--- src/rtl/fpu_mc.sv ---
// fpu_mc: multi-cycle minifloat unit, {sign, exp, mant} words, truncating.
// Ports: clk, reset (async, active-low), start/op/op1/op2 request;
//        result/ovf/inv held results, busy while working, done one-cycle pulse.
module fpu_mc #(
    parameter int EXP_W  = 8,
    parameter int MANT_W = 7,
    parameter int BIAS   = (1 << (EXP_W - 1)) - 1
) (
    input  logic                    clk,
    input  logic                    reset,
    input  logic                    start,
    input  logic [4:0]              op,
    input  logic [EXP_W+MANT_W:0]   op1,
    input  logic [EXP_W+MANT_W:0]   op2,
    output logic [EXP_W+MANT_W:0]   result,
    output logic                    busy,
    output logic                    done,
    output logic                    ovf,
    output logic                    inv
);

    localparam int W    = 1 + EXP_W + MANT_W;
    localparam int MW   = MANT_W + 1;
    localparam int AW_A = (W > 2 * MW) ? W : 2 * MW;
    localparam int AW   = (AW_A > MW + 3) ? AW_A : MW + 3;
    localparam int LZW  = $clog2(AW + 1);
    localparam int XW   = EXP_W + 3;
    localparam int SW   = W + MW;
    localparam int EMAX = (1 << EXP_W) - 1;

    localparam logic signed [XW-1:0] XBIAS = XW'(BIAS);
    localparam logic signed [XW-1:0] XEMAX = XW'(EMAX);
    localparam logic signed [XW-1:0] XWM1  = XW'(W - 1);
    localparam logic signed [XW-1:0] XONE  = XW'(1);

    localparam logic [4:0] OP_ITOF = 5'b10010;
    localparam logic [4:0] OP_FTOI = 5'b10011;
    localparam logic [4:0] OP_MULF = 5'b10101;
    localparam logic [4:0] OP_SUBF = 5'b10110;
    localparam logic [4:0] OP_ADDF = 5'b10111;

    typedef enum logic [2:0] {
        S_IDLE,
        S_UNPACK,
        S_EXEC,
        S_NORM,
        S_PACK
    } state_t;

    state_t state_q;

    logic [4:0]   op_q;
    logic [W-1:0] a_q, b_q;

    logic             s1_q, s2_q;
    logic [EXP_W-1:0] e1_q, e2_q;
    logic [MW-1:0]    m1_q, m2_q;

    logic                 sgn_q;
    logic [AW-1:0]        acc_q;
    logic signed [XW-1:0] exp_q;
    logic                 direct_q;
    logic [W-1:0]         dres_q;
    logic                 dovf_q, dinv_q;

    logic [MW-1:0]        nman_q;
    logic signed [XW-1:0] nexp_q;

    logic [W-1:0] result_q;
    logic         busy_q, done_q, ovf_q, inv_q;

    assign result = result_q;
    assign busy   = busy_q;
    assign done   = done_q;
    assign ovf    = ovf_q;
    assign inv    = inv_q;

    function automatic logic [LZW-1:0] lzc(input logic [AW-1:0] v);
        logic [LZW-1:0] n;
        n = LZW'(AW);
        for (int i = 0; i < AW; i++) begin
            if (v[i]) n = LZW'(AW - 1 - i);
        end
        return n;
    endfunction

    // ---------------- unpack ----------------
    logic [EXP_W-1:0] u_e1, u_e2;
    logic [MW-1:0]    u_m1, u_m2;
    logic             u_s2;

    always_comb begin
        u_e1 = a_q[W-2 -: EXP_W];
        u_e2 = b_q[W-2 -: EXP_W];
        // Exponent field 0 means zero: drop the hidden one and the fraction.
        u_m1 = (u_e1 == '0) ? '0 : {1'b1, a_q[MANT_W-1:0]};
        u_m2 = (u_e2 == '0) ? '0 : {1'b1, b_q[MANT_W-1:0]};
        u_s2 = b_q[W-1] ^ (op_q == OP_SUBF);
    end

    // ---------------- execute ----------------
    logic signed [XW-1:0] x1, x2, xb, ft_k;
    logic                 a_ge, add_sb, add_bypass;
    logic [EXP_W-1:0]     add_eb, add_es, add_diff;
    logic [MW-1:0]        add_mb, add_ms;
    logic [MW+2:0]        big_x, sml_x, add_sum;
    logic [2*MW-1:0]      prod;
    logic [W-1:0]         itof_mag, ft_mag, ft_res;
    logic [SW-1:0]        ft_sh;
    logic                 ft_ovf;

    always_comb begin
        x1 = $signed({3'b000, e1_q});
        x2 = $signed({3'b000, e2_q});

        a_ge     = {e1_q, m1_q} >= {e2_q, m2_q};
        add_sb   = a_ge ? s1_q : s2_q;
        add_eb   = a_ge ? e1_q : e2_q;
        add_es   = a_ge ? e2_q : e1_q;
        add_mb   = a_ge ? m1_q : m2_q;
        add_ms   = a_ge ? m2_q : m1_q;
        add_diff = add_eb - add_es;
        xb       = $signed({3'b000, add_eb});
        // Two guard bits below the mantissa plus a carry bit on top.
        big_x    = {1'b0, add_mb, 2'b00};
        sml_x    = {1'b0, add_ms, 2'b00} >> add_diff;
        add_sum  = (s1_q == s2_q) ? big_x + sml_x : big_x - sml_x;
        add_bypass = add_diff > EXP_W'(MANT_W + 2);

        prod = {{MW{1'b0}}, m1_q} * {{MW{1'b0}}, m2_q};

        itof_mag = b_q[W-1] ? -b_q : b_q;

        ft_k   = x2 - XBIAS;
        ft_sh  = SW'(m2_q) << ft_k;
        ft_mag = W'(ft_sh >> MANT_W);
        ft_res = '0;
        ft_ovf = 1'b0;
        if (e2_q == '0 || ft_k[XW-1]) begin
            ft_res = '0;
        end else if (ft_k >= XWM1) begin
            ft_res = s2_q ? {1'b1, {(W-1){1'b0}}} : {1'b0, {(W-1){1'b1}}};
            ft_ovf = 1'b1;
        end else begin
            ft_res = s2_q ? -ft_mag : ft_mag;
        end
    end

    // Every float result is left in acc_d with exp_d being the exponent
    // it would have if acc_d[AW-1] were the leading one.
    logic                 sgn_d, direct_d, dovf_d, dinv_d;
    logic [AW-1:0]        acc_d;
    logic signed [XW-1:0] exp_d;
    logic [W-1:0]         dres_d;

    always_comb begin
        sgn_d    = 1'b0;
        acc_d    = '0;
        exp_d    = '0;
        direct_d = 1'b0;
        dres_d   = '0;
        dovf_d   = 1'b0;
        dinv_d   = 1'b0;
        case (op_q)
            OP_ADDF, OP_SUBF: begin
                if (add_bypass) begin
                    direct_d = 1'b1;
                    dres_d   = {add_sb, add_eb, add_mb[MANT_W-1:0]};
                end else begin
                    sgn_d = add_sb;
                    acc_d = AW'(add_sum) << (AW - (MW + 3));
                    exp_d = xb + XONE;
                end
            end
            OP_MULF: begin
                sgn_d = s1_q ^ s2_q;
                acc_d = AW'(prod) << (AW - 2 * MW);
                exp_d = x1 + x2 - XBIAS + XONE;
            end
            OP_ITOF: begin
                sgn_d = b_q[W-1];
                acc_d = AW'(itof_mag) << (AW - W);
                exp_d = XBIAS + XWM1;
            end
            OP_FTOI: begin
                direct_d = 1'b1;
                dres_d   = ft_res;
                dovf_d   = ft_ovf;
            end
            default: begin
                direct_d = 1'b1;
                dinv_d   = 1'b1;
            end
        endcase
    end

    // ---------------- normalise ----------------
    logic [LZW-1:0]       lz;
    logic [MW-1:0]        nman_d;
    logic signed [XW-1:0] nexp_d;

    always_comb begin
        lz     = lzc(acc_q);
        nman_d = MW'((acc_q << lz) >> (AW - MW));
        nexp_d = exp_q - $signed({{(XW-LZW){1'b0}}, lz});
    end

    // ---------------- pack ----------------
    logic [W-1:0] pk_res;
    logic         pk_ovf, pk_inv;

    always_comb begin
        pk_res = '0;
        pk_ovf = 1'b0;
        pk_inv = 1'b0;
        if (direct_q) begin
            pk_res = dres_q;
            pk_ovf = dovf_q;
            pk_inv = dinv_q;
        end else if (!nman_q[MW-1] || nexp_q[XW-1] || nexp_q == '0) begin
            pk_res = '0;
        end else if (nexp_q >= XEMAX) begin
            pk_res = {sgn_q, EXP_W'(EMAX - 1), {MANT_W{1'b1}}};
            pk_ovf = 1'b1;
        end else begin
            pk_res = {sgn_q, nexp_q[EXP_W-1:0], nman_q[MANT_W-1:0]};
        end
    end

    // ---------------- control ----------------
    always_ff @(posedge clk or negedge reset) begin
        if (!reset) begin
            state_q  <= S_IDLE;
            op_q     <= '0;
            a_q      <= '0;
            b_q      <= '0;
            s1_q     <= 1'b0;
            s2_q     <= 1'b0;
            e1_q     <= '0;
            e2_q     <= '0;
            m1_q     <= '0;
            m2_q     <= '0;
            sgn_q    <= 1'b0;
            acc_q    <= '0;
            exp_q    <= '0;
            direct_q <= 1'b0;
            dres_q   <= '0;
            dovf_q   <= 1'b0;
            dinv_q   <= 1'b0;
            nman_q   <= '0;
            nexp_q   <= '0;
            result_q <= '0;
            busy_q   <= 1'b0;
            done_q   <= 1'b0;
            ovf_q    <= 1'b0;
            inv_q    <= 1'b0;
        end else begin
            done_q <= 1'b0;
            case (state_q)
                S_IDLE: begin
                    if (start) begin
                        op_q    <= op;
                        a_q     <= op1;
                        b_q     <= op2;
                        busy_q  <= 1'b1;
                        ovf_q   <= 1'b0;
                        inv_q   <= 1'b0;
                        state_q <= S_UNPACK;
                    end
                end
                S_UNPACK: begin
                    s1_q    <= a_q[W-1];
                    s2_q    <= u_s2;
                    e1_q    <= u_e1;
                    e2_q    <= u_e2;
                    m1_q    <= u_m1;
                    m2_q    <= u_m2;
                    state_q <= S_EXEC;
                end
                S_EXEC: begin
                    sgn_q    <= sgn_d;
                    acc_q    <= acc_d;
                    exp_q    <= exp_d;
                    direct_q <= direct_d;
                    dres_q   <= dres_d;
                    dovf_q   <= dovf_d;
                    dinv_q   <= dinv_d;
                    state_q  <= S_NORM;
                end
                S_NORM: begin
                    nman_q  <= nman_d;
                    nexp_q  <= nexp_d;
                    state_q <= S_PACK;
                end
                S_PACK: begin
                    result_q <= pk_res;
                    ovf_q    <= pk_ovf;
                    inv_q    <= pk_inv;
                    done_q   <= 1'b1;
                    busy_q   <= 1'b0;
                    state_q  <= S_IDLE;
                end
                default: state_q <= S_IDLE;
            endcase
        end
    end

endmodule

--- config.mk ---
export PLATFORM = sky130hd
export DESIGN_NAME = fpu_mc
export DESIGN_NICKNAME = d
export VERILOG_FILES = /design/src/rtl/fpu_mc.sv
export SDC_FILE = /design/constraint.sdc
export NUM_CORES = 1
export LEC_CHECK = 0
export BUFFER_PORTS_ARGS = -buffer_cell sky130_fd_sc_hd__buf_2
export CAP_MARGIN = 40
export CELL_PAD_IN_SITES_DETAIL_PLACEMENT = 1
export CELL_PAD_IN_SITES_GLOBAL_PLACEMENT = 2
export CORE_MARGIN = 10
export CORE_UTILIZATION = 36
export DETAILED_ROUTE_END_ITERATION = 7
export PLACE_DENSITY = 0.88
export SLEW_MARGIN = 40
export SYNTH_ARGS = -nofsm -noshare
export SYNTH_HDL_FRONTEND = slang
export SYNTH_SLANG_ARGS = --single-unit
export TNS_END_PERCENT = 5
--- constraint.sdc ---
create_clock -name clk -period 6.8 [get_ports clk]
set_input_delay 0.68 -clock clk [delete_from_list [all_inputs] [get_ports clk]]
set_output_delay 0.68 -clock clk [all_outputs]
set_load 0.02 [all_outputs]
## Yosys cells after proc, flatten, opt, wreduce, memory -nomap -nowiden

Cells that the tools add are included.

| word-level totals | value |
|---|---|
| register bits after elaboration | 160 |
| latch bits | 0 |
| bits in writable memories | 0 |
| ROM bits | 0 |
| input bits | 40 |
| output and inout bits | 20 |
| memories | 0 |

| cells by class | value |
|---|---|
| $add $sub $neg | 11 |
| multiply operators | 1 |
| divide/modulo/power cells | 0 |
| $lt $le $gt $ge | 4 |
| equality and inequality tests | 11 |
| shifts and indexed selects | 3 |
| multiplexer cells | 58 |
| bitwise gates (word level) | 2 |
| reductions and logical operators | 15 |

Operators by type and width:

| operator | number |
|---|---|
| 2-to-1 mux 16 bit | 9 |
| 2-to-1 mux 5 bit | 16 |
| 2-to-1 mux 8 bit | 6 |
| one-hot mux 16 bit (3 select lines) | 1 |
| one-hot mux 11 bit (3 select lines) | 1 |
| negation 16 bit | 2 |
| one-hot mux 16 bit (2 select lines) | 1 |
| equality test 5 bit (second input constant) | 5 |
| logical NOT 8 bit | 3 |
| left shift 8 x 11 -> 23 bit | 1 |
| greater-or-equal comparator 16 bit | 1 |
| multiplier 8 x 8 -> 16 bit | 1 |
| left shift 16 x 5 -> 16 bit | 1 |
| 2-to-1 mux 15 bit | 1 |
| 2-to-1 mux 1 bit | 14 |
| one-hot mux 3 bit (4 select lines) | 1 |
| adder 10 x 11 -> 11 bit | 1 |
| adder 10 x 2 -> 11 bit (second input constant) | 1 |
| greater-or-equal comparator 11 x 9 -> 1 bit (second input constant) | 1 |
| logical NOT 11 bit | 1 |
| 2-to-1 mux 11 bit | 1 |
| >> shifter 10 x 8 -> 11 bit | 1 |
| subtractor 10 x 11 -> 11 bit | 1 |
| subtractor 11 x 6 -> 11 bit | 1 |
| 24 further kinds | 33 |

## Longest topological paths before layout

Gate-level depths: netlist of run 1.

| depth | value |
|---|---|
| depth after elaboration | 17 |
| gate-level depth with buffers | 39 |
| mapped depth without buffers | 33 |

## Least setup slack after synthesis of run 1

OpenSTA, ideal clock, no wires.

| timing path | value |
|---|---|
| path type | reg2reg |
| from | reg e2_q[0] |
| to | reg acc_q[13] |
| arrival time | 6570 ps |
| path slack | 95 ps |
| cell stages (with the launch flop) | 37 |
| period minus slack after synthesis | 6705 ps |
| cell sequence | dfrtp_1 > buf_1 > buf_2 > clkinv_1 > ha_1 > buf_2 > nand2b_1 > nor3_1 > a22oi_2 > nand3_1 > buf_4 > buf_4 > clkbuf_1 > o31a_1 > ha_1 > nand2_1 > o21ai_0 > a21oi_1 > nor2_1 > mux2_4 > nor4_4 > xnor2_2 > and3_1 > and2_1 > nand3_1 > ha_1 > a21oi_1 > o21bai_1 > a21oi_1 > o21bai_1 > a21oi_1 > nor2_1 > nor2_1 > mux2i_1 > xnor2_1 > a222oi_1 > o21ai_0 |

| on the way | value |
|---|---|
| cells in the longest elaborated chain, start to end | 8 |

Ends and longest elaborated chain:

| what | line | source |
|---|---|---|
| start, declared | 56 | `logic [EXP_W-1:0] e1_q, e2_q;` |
| start signal, assigned | 275 | `e2_q <= u_e2;` |
| greater-or-equal comparator 16 bit | 116 | `a_ge = {e1_q, m1_q} >= {e2_q, m2_q};` |
| 2-to-1 mux 8 bit, on equally long branches | 118, 119 |  |
| subtractor 8 bit | 122 | `add_diff = add_eb - add_es;` |
| >> shifter 10 x 8 -> 11 bit | 126 | `sml_x = {1'b0, add_ms, 2'b00} >> add_diff;` |
| subtractor 10 x 11 -> 11 bit / adder 10 x 11 -> 11 bit (equally long branches) | 127 | `add_sum = (s1_q == s2_q) ? big_x + sml_x : big_x - sml_x;` |
| 2-to-1 mux 11 bit | 127 |  |
| 2-to-1 mux 16 bit * | 166 | `if (add_bypass) begin` |
| one-hot mux 16 bit (3 select lines) * | 164 | `case (op_q)` |
| end signal, assigned | 244 | `acc_q <= '0;` |
| end signal, assigned | 282 | `acc_q <= acc_d;` |
| end, declared | 60 | `logic [AW-1:0] acc_q;` |

Every way passes the cells marked *; elsewhere a longest branch is shown, timed or not.
A chain may end at the register's enable or synchronous reset.

## Worst setup path in the final report of run 1

| timing path | value |
|---|---|
| from | reg e2_q[5] |
| to | reg acc_q[13] |

Same word-level chain as after synthesis.

==> flow_metrics.py, run 1 <==
metrics = {
    "sta": {
        "slew_headroom": 0.417,
        "tns_ps": 0,
        "finalHoldViolCount": 0,
        "setup_violations": 0,
        "drv_slew": 0,
        "max_freq_ghz": 0.158,
        "period_minus_slack_ps": 6340,
        "fin_skew_ps": 17.6,
        "rsz0062_at_grt": "no",
        "final.period_utilization": 0.932,
        "worstMarginPinSlew_ps": 865,
    },
    "global_route": {
        "grt_first_pass_wirelength_um": 76000,
        "grt.total_usage": 0.204,
        "grt_max_degree": 84,
        "globalRouteOverflowTotal": 0,
        "antenna_found_initial": 0,
        "grt_pass1_vias": 13100,
    },
    "worst_hold_path": {
        "min_path_type": "in2async",
    },
    "clocking": {
        "clk_pin_slew_worst_paths_ps": 80,
        "htreeDepth": 4,
        "root_buffer": "clkbuf_16",
        "clock_path_buffers": 2,
        "cts-buffers-inserted": 17,
        "insertion_delay_ps": 470,
        "cts_sinks": 160,
        "cts_tree": "done",
    },
    "critical_path": {
        "start_kind": "flop",
        "end_kind": "flop",
        "crit_path_max_fanout": 9,
        "max_stage_delay_ps": 450,
        "cp_slowest_cell": "dfrtp_2",
        "startpoint": "e2_q[5]",
        "rr_startpoint": "e2_q[5]",
        "crit_buf_inv": 1,
        "crit_arrival_ps": 6660,
        "critPathTopFamily": "compound AO/OA/AOI/OAI gates",
        "worstPathRequired_ps": 7120,
        "crit_type": "reg2reg",
        "cp_common_cell": "a21oi_1",
    },
    "logic_synthesis": {
        "synth_edf_count": 0,
        "syn-num-nets": 1850,
        "synth.avg_cell_area_um2": 8.47,
        "async_flop_share": 1.00,
        "synthesis.area_mm2": 0.0141,
        "syn_inst": 1665,
        "ys_seq_elements": 160,
        "synth_warnings": 0,
        "synth-main-ff-cell": "dfrtp_1",
        "yosysSeqAreaShare": 0.284,
        "yosysUniqueCellTypes": 87,
    },
    "layout": {
        "layout-drive-gt1-share": 0.137,
        "area_growth_pct": 11.4,
        "nets": 1883,
    },
    "routing": {
        "antenna_left": 0,
        "wl_um": 48600,
        "routed-via-count": 12800,
        "vias_per_cell": 5.72,
        "drt_iter0_drc": 921,
        "drc": 0,
        "wl_per_cell_um": 21.8,
        "drt-pass1-iter-count": 7,
    },
    "floorplan": {
        "die_h_um": 218,
        "initial_core_util": 0.364,
        "die_area_mm2": 0.0475,
        "io_pins": 60,
        "rows": 72,
        "fp.dieW_um": 218,
        "core_area_mm2": 0.0387,
    },
    "place": {
        "io_buffer_count": 59,
        "hpwl_um": 37300,
        "gp_congestion": 0.962,
    },
    "outcome": {
        "status": "finished clean",
    },
    "job": {
        "max_cap_violations": 0,
    },
}
==> layer usage <==
metal / wire length, µm / track usage / vias to the layer above
met3: 2670 / 0.0356 / 63
li1: - / - / 5937
met1: 22200 / 0.274 / 6459
met4: 949 / 0.0581 / 0
met2: 22800 / 0.330 / 299
met5: 0 / 0 / -
==> final timing paths <==
path	depth (start not counted)	slack, ps	to
min	1	250	acc_q[1]
max	30	460	acc_q[13]
max in group asynchronous	3	5440	acc_q[10]
max reg2reg	30	460	acc_q[13]
min in group clk	3	420	b_q[1]
min reg2reg	2	470	s1_q
==> flip-flops by register name, summed over array words and instances (netlist names), 11 cells and up <==
name and flops:
result 16, b_q 16, exp_q 11, nexp_q 11, acc_q 16, a_q 16, dres_q 16
==> synth_stat cells (all sizes together), types with 18 or more instances <==
cell type	instances	area, µm²
mux2i	46	460
o22ai	28	175
a22o	29	254
a31oi	24	150
nand2	210	788
xnor2	56	505
a21oi	89	445
clkbuf	77	290
ha	106	1330
dfrtp	160	4000
xor2	18	158
nor3	23	126
mux2	45	510
inv	127	477
o21ai	120	604
nand3	34	170
o31ai	18	145
and2	37	231
nor2	136	513
fa	39	781
==> metrics by stage <==
stage               worst slack, ps  area [µm²]  hold WS (ps)  instances   util
floorplan                      94.5       14100           384       1665      -
global placement                694       15000           447       2196  0.388
detailed placement              398       15100           463       2196  0.389
CTS                             350       15700           289       2228  0.404
global route                   16.5       15700           297       2229  0.406
finish                          464       15700           246       2230  0.406
==> logic make-up after synthesis <==
family                   count (synthesis)  synth area share
flip-flops                             160             0.284
adder cells (fa/ha/maj)                145             0.149
multiplexers                            98            0.0800
AO/OA/AOI/OAI                          432             0.203
AND/OR/NAND/NOR                        533             0.175
XOR/XNOR                                74            0.0470
buffers and inverters                  223            0.0620
==> what timing repair did <==
item / CTS / global route
endpoints found under the setup margin: 0 / 3
hold buffers: 0 / 0
buffers inserted: 0 / 0
resized for setup: 0 / 7
==> final cells by class <==
cell class | count | area, µm²
fillers | 4670 | 23000
multi-input cells | 1282 | 9300
flip-flops and latches | 160 | 4010
repair buffers | 105 | 673
well taps | 518 | 648
inverters | 132 | 495
clock buffers | 17 | 425
clock inverters | 15 | 170
diodes | 1 | 2.50
==> layout by cell type (no fill, tap or decap), types with 8 or more instances in the layout <==
master | Yosys | routed
a21o_1 | 16 | 16
a21oi_1 | 89 | 89
a221oi_1 | 17 | 17
a22o_1 | 29 | 29
a22oi_1 | 12 | 12
a31oi_1 | 24 | 23
and2_1 | 37 | 36
buf_2 | 8 | 58
buf_4 | 3 | 44
clkbuf_16 | 0 | 17
dfrtp_1 | 160 | 157
fa_1 | 39 | 39
ha_1 | 106 | 103
inv_1 | 126 | 125
mux2_2 | 43 | 43
mux2i_1 | 46 | 46
nand2_1 | 210 | 210
nand2b_1 | 12 | 12
nand3_1 | 34 | 34
nand4_1 | 13 | 13
nor2_1 | 135 | 134
nor2b_1 | 11 | 10
nor3_1 | 22 | 19
nor4_1 | 14 | 14
o21ai_0 | 114 | 111
o21ai_1 | 5 | 8
o21bai_1 | 13 | 13
o22ai_1 | 28 | 28
o31ai_1 | 16 | 15
or3_1 | 11 | 11
xnor2_1 | 54 | 52
xor2_1 | 18 | 18
Power of run 1 is not shown: default switching activity piles up to over one toggle a cycle in this logic, so the estimate is an artifact.
==> run 2, diff against run 1 <==
--- a/config.mk
+++ b/config.mk
@@ -9,7 +9,6 @@
 export CAP_MARGIN = 40
 export CELL_PAD_IN_SITES_DETAIL_PLACEMENT = 1
 export CELL_PAD_IN_SITES_GLOBAL_PLACEMENT = 2
-export CORE_MARGIN = 10
 export CORE_UTILIZATION = 36
 export DETAILED_ROUTE_END_ITERATION = 7
 export PLACE_DENSITY = 0.88
==> constraint.sdc (replaced) <==
create_clock -name clk -period 6.8 [get_ports clk]
set_input_delay 0.68 -clock clk [delete_from_list [all_inputs] [get_ports clk]]
set_output_delay 0.68 -clock clk [all_outputs]
set_load 0.01 [all_outputs]
==> run 2 against run 1 <==
Global-route usage up 4.4 points. Register-to-register slack better by 40 ps. Clock skew down 3.8 ps. Largest cell class unchanged.
==> flow_metrics.py, run 2 (synthesis results as in run 1) <==
metrics = {
    "routing": {
        "routed-via-count": 12700,
        "wl_per_cell_um": 21.3,
        "drc": 0,
        "wl_um": 47400,
        "drt-pass1-iter-count": 6,
        "vias_per_cell": 5.70,
        "drt_iter0_drc": 939,
        "antenna_left": 0,
    },
    "critical_path": {
        "start_kind": "flop",
        "max_stage_delay_ps": 500,
        "crit_arrival_ps": 6620,
        "end_kind": "flop",
        "crit_type": "reg2reg",
        "cp_common_cell": "a21oi_1",
        "crit_path_max_fanout": 9,
        "crit_buf_inv": 1,
        "cp_slowest_cell": "dfrtp_1",
        "cp.depth": 30,
        "reg2reg_depth": 30,
        "critPathTopFamily": "compound AO/OA/AOI/OAI gates",
        "worstPathRequired_ps": 7120,
    },
    "layout": {
        "nets": 1884,
        "final_cell_mix": "210 x nand2_1, 159 x dfrtp_1, 134 x nor2_1",
        "fillers": 4608,
        "area_growth_pct": 11.0,
        "antenna_cells": 0,
        "final_common_cell": "nand2_1",
        "fin_area_mm2": 0.0157,
        "layout-drive-gt1-share": 0.134,
    },
    "sta": {
        "period_minus_slack_ps": 6300,
        "tns_ps": 0,
        "worstMarginPinSlew_ps": 846,
        "setup_violations": 0,
        "slew_headroom": 0.435,
        "rsz0062_at_grt": "no",
        "finalHoldViolCount": 0,
        "drv_slew": 0,
        "final.period_utilization": 0.927,
        "fin_ws_ps": 499,
        "holdWs_ps": 180,
        "fin_skew_ps": 13.8,
        "max_freq_ghz": 0.159,
    },
    "floorplan": {
        "fp.dieW_um": 200,
        "initial_core_util": 0.365,
        "rows": 72,
        "die_area_mm2": 0.0400,
        "io_pins": 60,
        "core_area_mm2": 0.0386,
        "die_h_um": 200,
    },
    "global_route": {
        "globalRouteOverflowTotal": 0,
        "grt_first_pass_wirelength_um": 75400,
        "grt.total_usage": 0.248,
        "grt_max_degree": 63,
        "grt_pass1_vias": 13000,
        "antenna_found_initial": 0,
    },
    "worst_hold_path": {
        "min_path_type": "in2async",
    },
    "clocking": {
        "clk_pin_slew_worst_paths_ps": 80,
        "cts_sinks": 160,
        "root_buffer": "clkbuf_16",
        "cts_tree": "done",
        "cts-buffers-inserted": 17,
        "insertion_delay_ps": 460,
        "htreeDepth": 4,
        "clock_path_buffers": 2,
        "hold_buffers": 0,
    },
    "outcome": {
        "status": "finished clean",
    },
    "place": {
        "placed_cell_area_mm2": 0.0151,
        "place_ws_ps": 501,
        "hpwl_um": 36800,
        "io_buffer_count": 59,
        "gp_congestion": 0.918,
    },
    "job": {
        "max_cap_violations": 0,
    },
}
-- run 2: worst reg2reg max path, delay by kind of cell, from the launching register on --
family          cells  cell delay (ps)
buf+inv             1              120
fa+ha+maj           3             1010
compound gates     12             1970
xor+xnor            2              360
flops               1              500
mux                 2              390
simple gates       10             1810
-- run 2: area by class of cell --
type                            instances  area, µm²  area share
Tap cell                              518        648      0.0414
Multi-Input combinational cell       1282       9290       0.593
Clock inverter                         12        118     0.00751
Sequential cell                       160       4010       0.256
Inverter                              132        495      0.0316
Clock buffer                           19        453      0.0289
Timing Repair Buffer                  106        658      0.0420
-- run 2: stage by stage --
step / util / instances
after floorplan: - / 1665
after global placement: 0.389 / 2198
after detailed placement: 0.390 / 2198
after CTS: 0.405 / 2229
after global routing: 0.405 / 2229
final: 0.405 / 2229
-- run 2: final timing paths --
path	start	endpoint	slack, ps
setup / recovery	e2_q[4]	acc_q[13]	500
hold / removal	reset	acc_q[5]	180
setup reg to reg	e2_q[4]	acc_q[13]	500
hold reg to reg	result[15]	result[15]	470
max in group asynchronous	reset	b_q[11]	5540
min in group clk	op2[0]	b_q[0]	430
-- run 2: timing repair --
action / CTS / global route
hold endpoints to repair: 0 / 0
gates resized for setup: 0 / 4
setup buffers: 0 / 0
setup endpoints to repair: 0 / 2
-- run 2: per-layer routing --
| layer | wire length (µm) | part of all wire | track usage | vias to the layer above |
|---|---|---|---|---|
| met5 | 0 | 0 | 0 | - |
| met1 | 22500 | 0.47 | 0.339 | 6415 |
| li1 | - | - | - | 5930 |
| met4 | 1250 | 0.026 | 0.0837 | 0 |
| met3 | 1860 | 0.039 | 0.0296 | 61 |
| met2 | 21800 | 0.46 | 0.404 | 306 |
Power of run 2 is left out for the same reason.
==> run 3, diff against run 2 <==
--- a/config.mk
+++ b/config.mk
@@ -9,9 +9,9 @@
 export CAP_MARGIN = 40
 export CELL_PAD_IN_SITES_DETAIL_PLACEMENT = 1
 export CELL_PAD_IN_SITES_GLOBAL_PLACEMENT = 2
-export CORE_UTILIZATION = 36
+export CORE_UTILIZATION = 42
 export DETAILED_ROUTE_END_ITERATION = 7
-export PLACE_DENSITY = 0.88
+export PLACE_DENSITY = 0.95
 export SLEW_MARGIN = 40
 export SYNTH_ARGS = -nofsm -noshare
 export SYNTH_HDL_FRONTEND = slang
==> constraint.sdc (replaced) <==
create_clock -name clk -period 7.6 [get_ports clk]
set_input_delay 0.76 -clock clk [delete_from_list [all_inputs] [get_ports clk]]
set_output_delay 0.76 -clock clk [all_outputs]
set_load 0.01 [all_outputs]
==> run 3 against run 2 <==
Final cell count is 3.8% lower. Critical path depth stayed put. Utilization is 6.9 points higher. Maximum frequency is 11% lower. Sequential cell count stayed put. Clock skew is 7.7 ps higher. Via count is 1.4% higher. Die area is 14% lower. Worst hold slack better by 130 ps. Register-to-register slack hardly changed. Critical endpoint unchanged. Highest routed layer is now met5. Design area is 0.71% lower.
==> flow_metrics.py, run 3 (synthesis results as in run 1) <==
metrics = {
    "sta": {
        "slew_headroom": 0.403,
        "tns_ps": 0,
        "finalHoldViolCount": 0,
        "worstMarginPinSlew_ps": 886,
        "setup_violations": 0,
        "rsz0062_at_grt": "no",
        "drv_slew": 0,
        "final.period_utilization": 0.934,
        "max_freq_ghz": 0.141,
        "fin_skew_ps": 21.6,
        "period_minus_slack_ps": 7100,
    },
    "place": {
        "io_buffer_count": 59,
        "hpwl_um": 36300,
        "placed_cell_area_mm2": 0.0149,
        "gp_congestion": 0.915,
    },
    "clocking": {
        "clk_pin_slew_worst_paths_ps": 90,
        "cts_tree": "done",
        "root_buffer": "clkbuf_16",
        "cts_sinks": 160,
        "clock_path_buffers": 2,
        "insertion_delay_ps": 470,
        "postCtsSetupBuffers": 0,
        "cts_resized": 0,
        "cts-buffers-inserted": 17,
        "htreeDepth": 4,
        "hold_buffers": 0,
    },
    "routing": {
        "vias_per_cell": 6.01,
        "routed-via-count": 12900,
        "wl_um": 48100,
        "antenna_left": 0,
        "drc": 0,
        "drt_iter0_drc": 922,
        "wl_per_cell_um": 22.4,
        "drt-pass1-iter-count": 5,
    },
    "global_route": {
        "grt_max_degree": 94,
        "globalRouteOverflowTotal": 0,
        "grt.total_usage": 0.292,
        "antenna_found_initial": 1,
        "grt_pass1_vias": 13300,
        "grt_first_pass_wirelength_um": 76200,
    },
    "layout": {
        "nets": 1874,
        "layout-drive-gt1-share": 0.128,
        "fin_area_mm2": 0.0156,
        "final_cell_mix": "210 x nand2_1, 160 x dfrtp_1, 134 x nor2_1",
        "area_growth_pct": 10.2,
        "final_common_cell": "nand2_1",
        "antenna_cells": 0,
        "fillers": 3934,
    },
    "critical_path": {
        "worstPathRequired_ps": 7920,
        "start_kind": "flop",
        "critPathTopFamily": "compound AO/OA/AOI/OAI gates",
        "cp_slowest_cell": "dfrtp_1",
        "crit_type": "reg2reg",
        "crit_arrival_ps": 7420,
        "max_stage_delay_ps": 630,
        "cp_common_cell": "a21oi_1",
        "crit_path_max_fanout": 13,
        "crit_buf_inv": 1,
        "end_kind": "flop",
    },
    "floorplan": {
        "core_area_mm2": 0.0328,
        "rows": 66,
        "fp.dieW_um": 185,
        "io_pins": 60,
        "die_h_um": 185,
        "die_area_mm2": 0.0343,
        "initial_core_util": 0.430,
    },
    "worst_hold_path": {
        "min_path_type": "in2async",
    },
    "outcome": {
        "status": "finished clean",
    },
    "job": {
        "max_cap_violations": 0,
    },
}
[run 3: cell types whose count changed in the layout (fill, tap and decap cells not counted), moves of 2 or more]
| cell | previous run | this run |
|---|---|---|
| buf_4 | 46 | 35 |
| bufinv_16 | 0 | 3 |
| ha_1 | 103 | 106 |
| ha_2 | 3 | 0 |
| clkbuf_8 | 2 | 0 |
| o21ai_0 | 109 | 111 |
| o21ai_1 | 10 | 8 |
[run 3: final cells by class]
| class | instances | area, µm² | share of cell area |
|---|---|---|---|
| sequential | 160 | 4000 | 0.257 |
| clock buffer | 18 | 429 | 0.0276 |
| tap | 442 | 553 | 0.0356 |
| inverter | 132 | 495 | 0.0319 |
| clock inverter | 14 | 196 | 0.0126 |
| multi-input combinational | 1282 | 9280 | 0.597 |
| timing repair buffer | 96 | 591 | 0.0380 |
[run 3: path summary, 6_finish.rpt]
check | startpoint | end | slack [ps] | cells past startpoint
hold reg to reg | nexp_q[8] | nexp_q[8] | 490 | 2
max in group asynchronous | reset | b_q[5] | 6090 | 2
hold / removal | reset | nman_q[1] | 310 | 1
min in group clk | nexp_q[8] | nexp_q[8] | 490 | 2
setup / recovery | e2_q[3] | acc_q[13] | 500 | 30
setup reg to reg | e2_q[3] | acc_q[13] | 500 | 30
[run 3: stage by stage]
stage | hold WS [ps] | cells | setup slack, ps | util
2_1_floorplan | 435 | 1665 | 895 | -
3_3_place_gp | 455 | 2110 | 842 | 0.453
3_5_place_dp | 475 | 2112 | 530 | 0.455
4_1_cts | 359 | 2144 | 499 | 0.474
5_1_grt | 368 | 2144 | 35.6 | 0.474
6_report | 312 | 2144 | 504 | 0.474
[run 3: metal layers]
layer / share of wire / track usage / vias to the layer above
met1: 0.45 / 0.386 / 6464
met5: 0.00025 / 0 / -
li1: - / - / 5915
met4: 0.032 / 0.111 / 2
met2: 0.47 / 0.477 / 424
met3: 0.055 / 0.0452 / 88
Power of run 3 is left out for the same reason.
